### src/rtl/force_ring_node_gen.sv
// Injection FIFO and ring node for remote forces: ejects slots addressed to other nodes, forwards the rest, injects locally queued forces.
// Latency: one cycle from ring slot in to ring/eject out; remote force in to ring out is at least two cycles.
// Backpressure: o_remote_ready drops when the FIFO is full or in reset; i_rmt_ready low keeps remote slots circulating until they expire.

module force_ring_node_fifo #(
  parameter int W     = 8,
  parameter int DEPTH = 4
) (
  input  logic                   clk,
  input  logic                   rst,
  input  logic                   push,
  input  logic [W-1:0]           wdat,
  input  logic                   pop,
  output logic [W-1:0]           rdat,
  output logic                   full,
  output logic                   empty,
  output logic [$clog2(DEPTH):0] level
);
  localparam int AW = $clog2(DEPTH);

  logic [W-1:0]  mem [DEPTH];
  logic [AW-1:0] wr_ptr;
  logic [AW-1:0] rd_ptr;

  assign full  = (level == (AW+1)'(DEPTH));
  assign empty = (level == '0);
  assign rdat  = mem[rd_ptr];

  // Entry storage; no reset needed since level gates every read.
  always_ff @(posedge clk) begin
    if (push) mem[wr_ptr] <= wdat;
  end

  // Pointers wrap naturally because DEPTH is a power of two.
  always_ff @(posedge clk) begin
    if (rst) begin
      wr_ptr <= '0;
      rd_ptr <= '0;
      level  <= '0;
    end else begin
      if (push) wr_ptr <= wr_ptr + 1'b1;
      if (pop)  rd_ptr <= rd_ptr + 1'b1;
      case ({push, pop})
        2'b10:   level <= level + 1'b1;
        2'b01:   level <= level - 1'b1;
        default: ;
      endcase
    end
  end
endmodule

module force_ring_node_gen #(
  parameter int FRC_W     = 96,
  parameter int PARID_W   = 8,
  parameter int GCID_W    = 5,
  parameter int X_DIM     = 3,
  parameter int Y_DIM     = 3,
  parameter int Z_DIM     = 3,
  parameter int NODE_ID_W = 3,
  parameter int NUM_DEST  = 7,
  parameter int INJ_DEPTH = 4,
  parameter int HOP_W     = 4
) (
  input  logic                        clk,
  input  logic                        rst,
  input  logic [FRC_W-1:0]            i_remote_force,
  input  logic [3*GCID_W-1:0]         i_remote_gcid,
  input  logic [PARID_W-1:0]          i_remote_parid,
  input  logic                        i_remote_valid,
  output logic                        o_remote_ready,
  input  logic [FRC_W-1:0]            i_src_force,
  input  logic [PARID_W-1:0]          i_src_parid,
  input  logic [3*GCID_W-1:0]         i_src_gcid,
  input  logic [NODE_ID_W-1:0]        i_src_node_id,
  input  logic [HOP_W-1:0]            i_src_hops,
  input  logic                        i_src_valid,
  input  logic [NODE_ID_W-1:0]        i_local_node_id,
  output logic [FRC_W-1:0]            o_dst_force,
  output logic [PARID_W-1:0]          o_dst_parid,
  output logic [3*GCID_W-1:0]         o_dst_gcid,
  output logic [NODE_ID_W-1:0]        o_dst_node_id,
  output logic [HOP_W-1:0]            o_dst_hops,
  output logic                        o_dst_valid,
  output logic [FRC_W-1:0]            o_rmt_force,
  output logic [PARID_W-1:0]          o_rmt_parid,
  output logic [3*GCID_W-1:0]         o_rmt_gcid,
  output logic [NUM_DEST-1:0]         o_rmt_ticket,
  output logic                        o_rmt_valid,
  input  logic                        i_rmt_ready,
  output logic                        o_drop,
  output logic [15:0]                 o_drop_cnt,
  output logic [$clog2(INJ_DEPTH):0]  o_inj_level
);
  localparam int GC_W   = 3 * GCID_W;
  localparam int FIFO_W = FRC_W + PARID_W + GC_W;
  localparam logic [HOP_W-1:0] MAX_HOPS = '1;

  function automatic logic [GCID_W-1:0] axis_dim(input int a);
    case (a)
      0:       return GCID_W'(X_DIM);
      1:       return GCID_W'(Y_DIM);
      default: return GCID_W'(Z_DIM);
    endcase
  endfunction

  logic              fifo_push, fifo_full, fifo_empty;
  logic [FIFO_W-1:0] fifo_rdat;
  logic [FRC_W-1:0]  head_force;
  logic [PARID_W-1:0] head_parid;
  logic [GC_W-1:0]   head_gcid;

  logic src_remote, do_eject, do_fwd, do_expire, slot_free, do_inject;
  logic [NODE_ID_W-1:0] diff;
  logic [NUM_DEST-1:0]  ticket;
  logic [GC_W-1:0]      ej_gcid;
  logic [GC_W-1:0]      inj_gcid;
  logic [NODE_ID_W-1:0] inj_node;

  // Ready is held low in reset so nothing is accepted into a clearing FIFO.
  assign o_remote_ready = !rst && !fifo_full;
  // Particle ID 0 marks an empty force: handshaken but never stored.
  assign fifo_push = i_remote_valid && o_remote_ready && (i_remote_parid != '0);

  force_ring_node_fifo #(.W(FIFO_W), .DEPTH(INJ_DEPTH)) u_inj_fifo (
    .clk   (clk),
    .rst   (rst),
    .push  (fifo_push),
    .wdat  ({i_remote_force, i_remote_parid, i_remote_gcid}),
    .pop   (do_inject),
    .rdat  (fifo_rdat),
    .full  (fifo_full),
    .empty (fifo_empty),
    .level (o_inj_level)
  );

  assign head_force = fifo_rdat[FIFO_W-1 -: FRC_W];
  assign head_parid = fifo_rdat[GC_W +: PARID_W];
  assign head_gcid  = fifo_rdat[GC_W-1:0];

  // Slot disposition: eject, forward, expire, and whether the slot is free for injection.
  assign src_remote = (i_src_node_id != i_local_node_id);
  assign do_eject   = i_src_valid && src_remote && i_rmt_ready;
  assign do_fwd     = i_src_valid && !do_eject;
  assign do_expire  = do_fwd && src_remote && (i_src_hops == MAX_HOPS);
  assign slot_free  = !i_src_valid || do_eject || do_expire;
  assign do_inject  = slot_free && !fifo_empty;
  assign diff       = i_src_node_id ^ i_local_node_id;

  // Destination ticket is the one-hot of (node difference - 1).
  always_comb begin
    ticket = '0;
    for (int i = 0; i < NUM_DEST; i++) begin
      if (diff == NODE_ID_W'(i + 1)) ticket[i] = 1'b1;
    end
  end

  // Per-axis cell ID translation for ejection (node bit x is the MSB, gcid x field the LSBs).
  always_comb begin
    ej_gcid = '0;
    for (int a = 0; a < 3; a++) begin
      logic [GCID_W-1:0] fld;
      fld = i_src_gcid[a*GCID_W +: GCID_W];
      if (i_local_node_id[NODE_ID_W-1-a] && i_src_node_id[NODE_ID_W-1-a])
        fld = fld + axis_dim(a);
      else if (i_local_node_id[NODE_ID_W-1-a] && !i_src_node_id[NODE_ID_W-1-a])
        fld = fld - axis_dim(a);
      ej_gcid[a*GCID_W +: GCID_W] = fld;
    end
  end

  // Injected slot: owner node from which half each cell falls in, cell rebased to the local node.
  always_comb begin
    inj_gcid = '0;
    inj_node = '0;
    for (int a = 0; a < 3; a++) begin
      logic [GCID_W-1:0] fld;
      fld = head_gcid[a*GCID_W +: GCID_W];
      inj_node[NODE_ID_W-1-a] = (fld >= axis_dim(a));
      if (i_local_node_id[NODE_ID_W-1-a]) fld = fld - axis_dim(a);
      inj_gcid[a*GCID_W +: GCID_W] = fld;
    end
  end

  // Registered ring, ejection and drop outputs; idle outputs are driven to zero.
  always_ff @(posedge clk) begin
    if (rst) begin
      o_dst_force <= '0; o_dst_parid <= '0; o_dst_gcid <= '0;
      o_dst_node_id <= '0; o_dst_hops <= '0; o_dst_valid <= 1'b0;
      o_rmt_force <= '0; o_rmt_parid <= '0; o_rmt_gcid <= '0;
      o_rmt_ticket <= '0; o_rmt_valid <= 1'b0;
      o_drop <= 1'b0; o_drop_cnt <= '0;
    end else begin
      o_dst_force <= '0; o_dst_parid <= '0; o_dst_gcid <= '0;
      o_dst_node_id <= '0; o_dst_hops <= '0; o_dst_valid <= 1'b0;
      o_rmt_force <= '0; o_rmt_parid <= '0; o_rmt_gcid <= '0;
      o_rmt_ticket <= '0; o_rmt_valid <= 1'b0;
      o_drop <= 1'b0;
      if (do_eject) begin
        o_rmt_force  <= i_src_force;
        o_rmt_parid  <= i_src_parid;
        o_rmt_gcid   <= ej_gcid;
        o_rmt_ticket <= ticket;
        o_rmt_valid  <= 1'b1;
      end
      if (do_fwd && !do_expire) begin
        o_dst_force   <= i_src_force;
        o_dst_parid   <= i_src_parid;
        o_dst_gcid    <= i_src_gcid;
        o_dst_node_id <= i_src_node_id;
        o_dst_hops    <= i_src_hops + 1'b1;
        o_dst_valid   <= 1'b1;
      end else if (do_inject) begin
        o_dst_force   <= head_force;
        o_dst_parid   <= head_parid;
        o_dst_gcid    <= inj_gcid;
        o_dst_node_id <= inj_node;
        o_dst_valid   <= 1'b1;
      end
      if (do_expire) begin
        o_drop <= 1'b1;
        if (o_drop_cnt != 16'hFFFF) o_drop_cnt <= o_drop_cnt + 1'b1;
      end
    end
  end
endmodule

### config.mk
export PLATFORM = sky130hd
export DESIGN_NAME = force_ring_node_gen
export DESIGN_NICKNAME = d
export VERILOG_FILES = /design/src/rtl/force_ring_node_gen.sv
export SDC_FILE = /design/constraint.sdc
export NUM_CORES = 1
export LEC_CHECK = 0
export BUFFER_PORTS_ARGS = -buffer_cell sky130_fd_sc_hd__buf_2
export CORE_ASPECT_RATIO = 1.4
export CORE_MARGIN = 10
export CORE_UTILIZATION = 55
export DETAILED_ROUTE_END_ITERATION = 6
export PLACE_DENSITY = 0.8
export SLEW_MARGIN = 5
export SYNTH_ARGS = -nofsm -noshare
export SYNTH_HDL_FRONTEND = slang
export SYNTH_SLANG_ARGS = --single-unit
export TNS_END_PERCENT = 1
### constraint.sdc
create_clock -name clk -period 6.1 [get_ports clk]
set_clock_uncertainty 0.1 [all_clocks]
set_input_delay 1.22 -clock clk [delete_from_list [all_inputs] [get_ports clk]]
set_output_delay 1.22 -clock clk [all_outputs]
set_load 0.05 [all_outputs]
Yosys cells after proc, flatten, opt, wreduce, memory -nomap -nowiden --
Memories as Yosys holds them, arrays and structs flattened. A register that Yosys moved wholly into a read port is not among the register bits. Index checks and enable logic that the tools add are counted.
Word-level totals: bits in registers 278, RAM bits 476, bits of input ports 253, output and inout port bits 275, word-level logic and storage cells 129, memories kept 1
Memory list:
- u_inj_fifo.mem | depth 4, width 119, read ports 1, clocked after Yosys merged registers in 1, write ports 1, RTL line 21 | logic [W-1:0] mem [DEPTH];
Cells by class: $add $sub $neg 15, magnitude comparators 3, equal/unequal tests 13, muxes and demuxes 45, bitwise logic cells 3, reduce and logical (&&, ||, !) cells 33
Operators with widths (count):
- $mux 96 | 2
- $mux 5 | 21
- $mux 15 | 2
- $sub 5x5->5 | 6
- $add 16x1->16 const B | 1
- $logic_and 1x1->1 | 16
- $mux 8 | 2
- $ne 16x16->1 const B | 1
- $add 5x5->5 | 3
- $eq 3x3->1 const B | 5
- $ge 5x2->1 const B | 3
- $mux 1 | 13
- $logic_not 1->1 | 9
- $reduce_bool 8->1 | 1
- $eq 3x2->1 const B | 2
- $mux 3 | 2
- $pmux 3 s2 | 1
- $add 2x1->2 const B | 2
- $add 4x1->4 const B | 1
- $eq 4x4->1 const B | 1
- $mux 2 | 2
- $reduce_or 2->1 | 2
- $add 3x1->3 const B | 1
- $eq 3x1->1 const B | 1
- other kinds (10) | 12

Logic depth before layout (Yosys ltp) --
Gate-level depths: netlist of run 1.
word-level depth 11, depth in mapped cells 12

Hierarchy --
Synthesis of run 1 repeated with hierarchy kept, for this count alone.
Second synthesis, totals: cells, all modules 1438, area, all modules 26740.6 um^2
Modules (own cells, without submodules):
- force_ring_node_fifo | instances 1, cells each 668, area an instance 17705.7 um^2, seq. area each 14473.9 um^2
- force_ring_node_gen | instances 1, cells each 770, area an instance 9034.9 um^2, seq. area each 5425.2 um^2

Worst setup path before layout of run 1 --
No wires, ideal clock.
path kind input-to-reg, from input rst, to memory u_inj_fifo.mem[1][0] (netlist name), enable pin, setup time 0.492 ns, arrival time 5.347 ns, data required time 5.508 ns, setup slack 0.161 ns, cell stages on the path 4, cells stage by stage a31oi_1 -> and3_1 -> clkbuf_1 -> and2_1
Between the ends: cells in the longest elaborated chain, start to end 6
Ends and longest elaborated chain:
- from (decl) | RTL line 65 | input logic rst,
- $logic_not 1->1 | RTL line 120 | assign o_remote_ready = !rst && !fifo_full;
- $logic_and 1x1->1 | RTL line 120
- $logic_and 1x1->1 (2 in series) | RTL line 122 | assign fifo_push = i_remote_valid && o_remote_ready && (i_remote_parid != '0);
- $mux 1 | RTL line 31 | if (push) mem[wr_ptr] <= wdat;
- $mux 1 (not written as such) | RTL line 31
- to (decl) | RTL line 21
No other way between the ends.

Final worst setup path of run 1 --
from input i_local_node_id[1], to register u_inj_fifo.level[2]
Between the ends: cells in the longest elaborated chain, start to end 11
Ends and longest elaborated chain:
- from (decl) | RTL line 77 | input logic [NODE_ID_W-1:0] i_local_node_id,
- $ne 3x3->1 * | RTL line 141 | assign src_remote = (i_src_node_id != i_local_node_id);
- $logic_and 1x1->1 (2 in series) | RTL line 142 | assign do_eject = i_src_valid && src_remote && i_rmt_ready;
- $logic_not 1->1 | RTL line 143 | assign do_fwd = i_src_valid && !do_eject;
- $logic_and 1x1->1 | RTL line 143
- $logic_and 1x1->1 (2 in series) | RTL line 144 | assign do_expire = do_fwd && src_remote && (i_src_hops == MAX_HOPS);
- $logic_or 1x1->1 * | RTL line 145 | assign slot_free = !i_src_valid || do_eject || do_expire;
- $logic_and 1x1->1 * | RTL line 146 | assign do_inject = slot_free && !fifo_empty;
- $eq 2x1->1 / $eq 2x2->1 (equally long branches) | RTL line 43 | case ({push, pop})
- $pmux 3 s2 / $reduce_bool 2->1 (equally long branches)
- to (signal assigned) | RTL line 44 | 2'b10: level <= level + 1'b1;
- to (signal assigned) | RTL line 45 | 2'b01: level <= level - 1'b1;
- to (decl) | RTL line 17 | output logic [$clog2(DEPTH):0] level
Mark *: on every way between the ends. The rest lies on a longest branch, timed or not. A chain may end at the register's enable or synchronous reset.

==> out/metrics.cfg, run 1 <==
[cells_and_area]
final_cell_mix=buf_2 (527), edfxtp_1 (476), dfxtp_1 (278), mux4_2 (118), and2_1 (107)
ff_latch_area_um2=19910
drive_above_1_share_pct=37.72
final_nets=2293
num-fill-cells=3170
multiInputGateArea_um2=6236
mostFrequentLayoutCell=buf_2
area.growth.synth_to_final_pct=21.49
utilization_pct=67.31

[timing]
fmax_mhz=276.2
tightest_slew_ns=1.132
slew_headroom_pct=24.53
fin_setup_tns_ns=0
finalHoldViolCount=0
rsz0062_at_grt=false
min_period_over_period_pct=59.35
finalSetupViolCount=0
fin_crit_ns=3.620
hold_ws_ns=0.4277
drv_slew=0

[detailed_routing]
viasPerCell=5.558
routed_wl_um=65830
ant_nets=0
wl_per_cell_um=24.19
drc_errors=0
vias=15120
first_pass_iters=5
drt_iter0_markers=903

[clock_tree]
clockBufferDepth=3
cts_tree=built
cts.hold.buffers_added=0
clk_latency_ns=0.61
cts-root-buf=clkbuf_16
cts_buffers=69
postCtsSetupRepairBufs=0
cts.repair.resized=0
cts.clk_slew.worst_paths_ns=0.06
cts_num_sinks=756
cts-htree-levels=3

[die]
rows=95
dieArea_um2=57560
die_x_um=205.7
start_util_pct=55.40
die_h_um=279.9
core_area_um2=47900
io_pins=528

[yosys]
synth_top_family_by_area=multiplexers
synth_fa_ha_area_share_pct=1.113
yosysTopAreaCell=edfxtp_1
synth_edf_count=476
synth-warning-count=0
synthArstFlopShare_pct=0
synthesis.area_um2=26540
synth_xor_area_share_pct=1.419
netlist_instances=1478
syn-num-nets=1754
synth-seq-area-share_pct=74.98
synthMuxAreaShare_pct=10.30
yosys_most_used_dff=edfxtp_1
yosysUniqueCellTypes=49
syn_avg_cell_area_um2=17.96
yosys-top-cells-area=edfxtp_1 (54%), dfxtp_1 (21%), mux4_2 (10%)
yosysTopAreaCellShare_pct=53.86
synth_compound_area_share_pct=4.724
synth-simple-area-share_pct=5.794
yosys_register_bits=756

[setup_path]
cp.arrival_ns=4.03
crit_type=in -> reg
cp.required_ns=6.51
setup.worst_path.end_class=flop
worst-path-max-fanout=22
critPathLaunchType=primary input

[global_routing]
grt_max_degree=88
grt_pass1_vias=15770
grt_use_met1_pct=25.14
grt_pass1_wl_um=96430
top_usage_layer=met2
grt_overflow=0
use_met3_pct=6.231
antenna_found_initial=30
met2_usage_pct=38.30
grt.total_usage_pct=22.18

[placement]
portBuffers=527
hpwl_um=43420
gp_congestion=0.8491

[pwr]
power_leakage_uw=0.01232
ir_drop_uv=320.2
power.density_nw_per_um2=409.3

[worst_hold_path]
hold_class=reg -> reg

[run]
max_cap_violations=0

[run_status]
status=complete, no violations

-- through the flow --
stage | setup slack, ns | instance area, µm² | total power (µW) | std cells
4_1_cts | 2.532 | 32200 | 13310 | 2703
3_3_place_gp | 1.966 | 29820 | 8770 | 2576
2_1_floorplan | 0.1610 | 26540 | 8083 | 1478
6_report | 2.480 | 32240 | 13200 | 2721
5_1_grt | 2.375 | 32240 | 13660 | 2719
3_5_place_dp | 1.899 | 29820 | 8838 | 2576
-- layer usage --
metal	vias to the layer above	share of wire, %
met5	-	0.20
met4	20	3.0
met3	132	8.0
met2	600	53
met1	7601	36
li1	6769	-
-- area by class of cell --
class                           instances  share of cell area, %
Multi-Input combinational cell        630                  19.34
Sequential cell                       756                  61.74
Clock inverter                         33                  1.273
Antenna cell                           18                 0.1397
Clock buffer                           94                  6.092
Inverter                               18                 0.2095
Timing Repair Buffer                  542                  8.762
Tap cell                              630                  2.445
-- flip-flops by register name, indices dropped and copies added (netlist names), 2 cells and up, named ones only --
signal and cells:
u_inj_fifo.rd_ptr 2, o_rmt_ticket 7, u_inj_fifo.mem 476, o_rmt_parid 8
o_rmt_force 96, o_dst_parid 8, o_rmt_gcid 15, o_dst_gcid 15
o_drop_cnt 16, o_dst_force 96, o_dst_hops 4, u_inj_fifo.level 3
o_dst_node_id 3, u_inj_fifo.wr_ptr 2
-- critical path, cell delays in order --
cell and delay, ns:
buf_2 0.15, ha_1 0.45, and4_1 0.30, a211oi_4 0.20, buf_4 0.37, ha_1 0.26, inv_1 0.06, fa_1 0.38
xor2_1 0.17, or3_1 0.31, a21oi_1 0.16
-- cell usage after synthesis, types with 3 or more instances --
library cell    n
ha_1           22
edfxtp_1      476
nor2b_1         9
a31oi_1         4
buf_1           5
clkbuf_1       39
and3_1          3
o31ai_1         6
and2_1        111
o21ai_1         6
nor4_1         11
o21bai_1        3
inv_1          18
buf_4           4
nand2_1        33
dfxtp_1       280
a22o_1         87
a22oi_1        18
o21ai_0        12
nand2b_1        7
buf_6           8
o211ai_1        3
mux2i_1         5
xnor2_1        32
xor2_1         11
nor2_1         64
nand3_1        14
nor3_1         10
mux4_2        118
nor3_2          5
buf_2          18
a211oi_1       10
and3b_1         3
a21oi_1         3
and4_1          3
-- logic make-up (layout without fill, tap and decap cells) --
kind of cell | Yosys count | in the layout
other | 0 | 18
AND/OR/NAND/NOR | 282 | 282
buffers and inverters | 92 | 687
AO/OA/AOI/OAI | 158 | 158
adder cells (fa/ha/maj) | 23 | 23
flip-flops | 756 | 756
multiplexers | 124 | 124
XOR/XNOR | 43 | 43
-- worst paths after layout --
check	start	end	slack, ns	cells after the start
worst max-delay path	i_local_node_id[1]	u_inj_fifo.level[2]$_SDFFE_PP0P_	2.48	11
worst min-delay path	u_inj_fifo.rd_ptr[1]$_SDFFE_PP0P_	flop	0.43	2
worst max register to register	flop	o_dst_force[76]$_SDFF_PP0_	3.06	5
worst min register to register	u_inj_fifo.rd_ptr[1]$_SDFFE_PP0P_	flop	0.43	2
-- power by group --
part           total [µW]  leakage (µW)  internal [µW]  switching, µW
registers            6030       0.00661           5860            174
clock network        4490       0.00117           2650           1830
logic                2680       0.00455            890           1790
Note: power is estimated with default switching activity, not from simulation.
==> run 2: changes to the inputs <==
CORE_UTILIZATION = 49   (was 55)
PLACE_DENSITY = 0.75   (was 0.8)
clock period = 3.3 ns   (was 6.1 ns; I/O delays follow)
==> out/metrics.cfg, run 2 (same netlist as run 1, synthesis figures left out) <==
[clock_tree]
cts.clk_slew.worst_paths_ns=0.06  ; about the same
cts.hold.buffers_added=0  ; unchanged
cts_tree=built
cts-root-buf=clkbuf_16
postCtsSetupRepairBufs=0  ; unchanged
cts_num_sinks=756  ; unchanged
clk_latency_ns=0.61  ; about the same
clockBufferDepth=3  ; unchanged
cts-htree-levels=3  ; unchanged
cts_buffers=70  ; +1.4%
cts.repair.resized=0  ; unchanged

[global_routing]
grt_pass1_vias=15850  ; +0.47%
grt_max_degree=109  ; +24%
grt.total_usage_pct=19.74  ; -2.4 points
grt_overflow=0  ; unchanged
grt_pass1_wl_um=96610  ; +0.19%
antenna_found_initial=14  ; -53%

[pwr]
ir_drop_uv=503.9  ; +57%
power_leakage_uw=0.01243  ; +0.90%
power.density_nw_per_um2=747.0  ; +82%

[cells_and_area]
final_nets=2312  ; +0.83%
top_regs=u_inj_fifo.mem x476, o_dst_force x96, o_rmt_force x96
mostFrequentLayoutCell=buf_2
drive_above_1_share_pct=38.35  ; +0.62 points
final_cell_mix=buf_2 (527), edfxtp_1 (476), dfxtp_1 (278), mux4_2 (118), and2_1 (107)
utilization_pct=61.00  ; -6.3 points
area.growth.synth_to_final_pct=22.80
largest_register_ffs=476  ; unchanged
largest_register=u_inj_fifo.mem

[setup_path]
cp_num_buf_inv=3  ; unchanged
cp.required_ns=3.73  ; -2.78 ns
setup.worst_path.end_class=flop
critical-path-top-delay-family=adder cells
r2r_slack_ns=0.96  ; -2.10 ns
path_cells=buf_2 -> inv_1 -> ha_1 -> and4_1 -> a211oi_4 -> ha_1 -> inv_1 -> fa_1 -> xor2_1 -> or3_1 -> a21oi_1
crit_slowest_cell=fa_1
cp.arrival_ns=2.98  ; -1.05 ns
cp_slowest_stage_delay_ns=0.38  ; -0.07 ns
critPathLaunchType=primary input
worst-path-max-fanout=3  ; -86%
crit_type=in -> reg

[detailed_routing]
drc_errors=0  ; unchanged
first_pass_iters=5  ; unchanged
vias=15020  ; -0.68%
drt_iter0_markers=993  ; +10%
routed_wl_um=64880  ; -1.4%
ant_nets=0  ; unchanged
viasPerCell=5.324  ; -4.2%
wl_per_cell_um=23.00  ; -4.9%

[timing]
drv_slew=0  ; unchanged
min_period_over_period_pct=77.35
fmax_mhz=391.8
slew_headroom_pct=50.69  ; +26 points
finalHoldViolCount=0  ; unchanged
rsz0062_at_grt=false
finalSetupViolCount=0  ; unchanged
tightest_slew_ns=0.7340  ; -0.3980 ns
fin_crit_ns=2.553
fin_setup_tns_ns=0  ; unchanged

[placement]
gp_congestion=0.8466  ; -0.29%
hpwl_um=44630  ; +2.8%
portBuffers=527  ; unchanged

[run_status]
status=complete, no violations

[die]
dieArea_um2=64000  ; +11%
rows=100  ; +5.3%
io_pins=528  ; unchanged
core_area_um2=53430  ; +12%
die_x_um=216.7  ; +5.4%
die_h_um=295.4  ; +5.5%
start_util_pct=49.67  ; -5.7 points

[run]
max_cap_violations=0  ; unchanged

[worst_hold_path]
hold_class=in -> reg

==> run 2: cell count changes in the layout (fill, tap and decap cells not counted), moves of 2 or more <==
cell / previous run / this run
buf_12: 6 / 14
buf_4: 9 / 19
bufinv_16: 9 / 3
clkbuf_1: 14 / 17
clkbuf_16: 72 / 76
clkbuf_8: 8 / 10
clkinv_1: 8 / 6
clkinvlp_4: 1 / 3
diode_2: 18 / 13
inv_16: 0 / 3
inv_6: 4 / 2
==> run 2: cell type report <==
type / count / area (µm²)
Antenna cell: 13 / 32.53
Clock inverter: 26 / 269.0
Fill cell: 3869 / 20840
Tap cell: 714 / 893.4
Sequential cell: 756 / 19910
Inverter: 18 / 68.82
Multi-Input combinational cell: 630 / 6251
Timing Repair Buffer: 560 / 3060
Clock buffer: 104 / 2108
==> run 2: stage by stage <==
| step | hold slack, ns | area [µm²] | total power [µW] | worst slack, ns | cells |
|---|---|---|---|---|---|
| floorplan | 0.3847 | 26560 | 14920 | 0.06277 | 1478 |
| global placement | 0.4031 | 30180 | 16330 | 0.1683 | 2678 |
| detailed placement | 0.4151 | 30180 | 16430 | 0.1524 | 2678 |
| CTS | 0.1063 | 32560 | 24620 | 0.8000 | 2808 |
| global route | 0.1276 | 32580 | 25240 | 0.6659 | 2816 |
| finish | 0.1530 | 32590 | 24340 | 0.7474 | 2821 |
==> run 2: worst paths after layout <==
kind,endpoint,cells past startpoint,startpoint
max reg2reg,u_inj_fifo.mem[1][69]$_DFFE_PP_,6,u_inj_fifo.level[0]$_SDFFE_PP0P_
min,o_dst_hops[0]$_SDFF_PP0_,2,i_src_hops[0]
max,u_inj_fifo.level[2]$_SDFFE_PP0P_,11,i_src_node_id[1]
min reg2reg,o_drop_cnt[9]$_SDFFE_PP0P_,2,o_drop_cnt[9]$_SDFFE_PP0P_
==> run 2: per-layer routing <==
metal	wire length, µm	up-vias	track usage (%)
li1	-	6815	-
met1	24050	7576	22.54
met2	34120	509	34.29
met3	4712	113	5.257
met4	1966	6	8.731
met5	30	-	0
==> run 2: report_power, final <==
| part | internal, µW | total (µW) | switching [µW] | leakage [µW] |
|---|---|---|---|---|
| registers | 10800 | 11100 | 247 | 0.00661 |
| logic | 1710 | 5080 | 3370 | 0.00466 |
| clock network | 4730 | 8190 | 3470 | 0.00116 |
==> run 3: changes to the inputs <==
CORE_UTILIZATION = 55   (was 49)
PLACE_DENSITY = 0.8   (was 0.75)
clock period = 2.46 ns   (was 3.3 ns; I/O delays follow)
==> out/metrics.cfg, run 3 (same netlist as run 1, synthesis figures left out) <==
[clock_tree]
cts.clk_slew.worst_paths_ns=0.06  ; about the same
cts_tree=built
cts-htree-levels=3  ; unchanged
clockBufferDepth=3  ; unchanged
cts-root-buf=clkbuf_16
postCtsSetupRepairBufs=0  ; unchanged
cts_buffers=68  ; -2.9%
cts_num_sinks=756  ; unchanged
clk_latency_ns=0.60  ; about the same

[setup_path]
crit_type=reg -> reg
critical-path-top-delay-family=adder cells
cp.arrival_ns=2.69  ; -0.29 ns
critPathLaunchType=flop
crit_slowest_cell=dfxtp_1
cp_slowest_stage_delay_ns=0.43  ; +0.05 ns
cp_num_buf_inv=2  ; -1
worst-path-max-fanout=5  ; +2
setup.worst_path.end_class=flop
path_cells=nor3_1 -> buf_4 -> a211oi_4 -> ha_4 -> inv_1 -> fa_2 -> xor2_1 -> or3_1 -> a21oi_1
cp.required_ns=2.88  ; -0.85 ns

[die]
die_x_um=205.7  ; -5.1%
die_h_um=279.9  ; -5.2%
core_area_um2=47900  ; -10%
io_pins=528  ; unchanged
dieArea_um2=57560  ; -10%
start_util_pct=55.40  ; +5.7 points
rows=95  ; -5.0%

[global_routing]
grt_pass1_wl_um=108600  ; +12%
grt_overflow=0  ; unchanged
antenna_found_initial=14  ; unchanged
grt.total_usage_pct=24.91  ; +5.2 points
grt_pass1_vias=17520  ; +11%
grt_max_degree=57  ; -48%

[detailed_routing]
drc_errors=0  ; unchanged
viasPerCell=5.605  ; +5.3%
ant_nets=0  ; unchanged
wl_per_cell_um=24.57  ; +6.8%
routed_wl_um=72400  ; +12%
drt_iter0_markers=1064  ; +7.2%
first_pass_iters=5  ; unchanged
vias=16520  ; +10%

[cells_and_area]
mostFrequentLayoutCell=buf_2
area.growth.synth_to_final_pct=30.23
final_cell_mix=buf_2 (526), edfxtp_1 (476), dfxtp_1 (276), dlygate4sd3_1 (181), mux4_2 (118)
largest_register_ffs=476  ; unchanged
top_regs=u_inj_fifo.mem x476, o_dst_force x96, o_rmt_force x96
fin_cells=2947  ; +4.5%
largest_register=u_inj_fifo.mem
num-fill-cells=2801  ; -28%
final_nets=2528  ; +9.3%
drive_above_1_share_pct=36.06  ; -2.3 points

[timing]
finalSetupViolCount=0  ; unchanged
min_period_over_period_pct=92.56
fin_crit_ns=2.277
fmax_mhz=439.2
slew_headroom_pct=62.57  ; +12 points
rsz0062_at_grt=false
finalHoldViolCount=0  ; unchanged
tightest_slew_ns=0.5614  ; -0.1726 ns
drv_slew=0  ; unchanged

[placement]
placed_cells=2631  ; -1.8%
portBuffers=527  ; unchanged
hpwl_um=46030  ; +3.1%
gp_congestion=0.9070  ; +7.1%

[pwr]
ir_drop_uv=747.3  ; +48%
power_leakage_uw=0.01333  ; +7.3%
power.density_nw_per_um2=948.6  ; +27%
clock_power_share_pct=31.8  ; -1.9 points
switching_share_pct=29.47  ; +0.37 points
seq_power_share_pct=45.5  ; about the same
switchingPower_uw=9664  ; +36%
finalPower_uw=32790  ; +35%
p_int_uw=23120  ; +34%
comb_power_share_pct=22.7  ; +1.8 points

[worst_hold_path]
hold_class=in -> reg

[run_status]
status=complete, no violations

[run]
max_cap_violations=0  ; unchanged

-- run 3: final timing paths --
path	startpoint	to	slack [ns]	cells past startpoint
max	u_inj_fifo.level[2]$_SDFFE_PP0P_	u_inj_fifo.level[2]$_SDFFE_PP0P_	0.18	9
max reg2reg	u_inj_fifo.level[2]$_SDFFE_PP0P_	u_inj_fifo.level[2]$_SDFFE_PP0P_	0.18	9
min reg2reg	u_inj_fifo.rd_ptr[1]$_SDFFE_PP0P_	u_inj_fifo.rd_ptr[1]$_SDFFE_PP0P_	0.42	2
min	i_src_force[90]	o_rmt_force[90]$_SDFF_PP0_	0.03	2
-- run 3: stage by stage --
step / instance area (µm²) / worst slack, ns / hold WS [ns] / setup TNS [ns] / util, %
5_1_grt: 34560 / 0.05200 / 0.007303 / 0 / 72.15
2_1_floorplan: 26600 / -0.2971 / 0.3847 / -139.39 / -
3_5_place_dp: 30510 / -0.3524 / 0.4105 / -1.631 / 63.70
3_3_place_gp: 30510 / -0.3462 / 0.3994 / -1.200 / 63.70
6_report: 34560 / 0.1831 / 0.02814 / 0 / 72.15
4_1_cts: 34520 / 0.04026 / 0.0003705 / 0 / 72.07
-- run 3: area by class of cell --
cell class                      instances  area (µm²)  area share [%]
Clock inverter                         23       211.5          0.6118
Tap cell                              630       788.3           2.281
Timing Repair Buffer                  778        5295           15.32
Antenna cell                           10       25.02         0.07240
Inverter                               18       67.56          0.1955
Clock buffer                          102        1979           5.727
Sequential cell                       756       19910           57.62
Multi-Input combinational cell        630        6281           18.17
-- run 3: timing repair --
| action | 4_1_cts | 5_1_grt |
|---|---|---|
| resized for setup | 0 | 3 |
| endpoints found under the setup margin | 0 | 2 |
| endpoints found under the hold margin | 541 | 0 |
| hold buffers | 182 | 0 |
-- run 3: power groups by stage --
stage                     sequential (µW)  clock (µW)  combinational [µW]
after floorplan                     17100           0                3010
after global placement              15100           0                7020
after detailed placement            15200           0                7120
after CTS                           14900       10500                7410
after global routing                15000       11100                7840
final                               14900       10400                7440
-- run 3: metal layers --
metal	track usage [%]	wire (µm)
met5	0	54
met1	27.95	25060
met2	44.43	39010
met3	6.000	5716
met4	9.992	2555
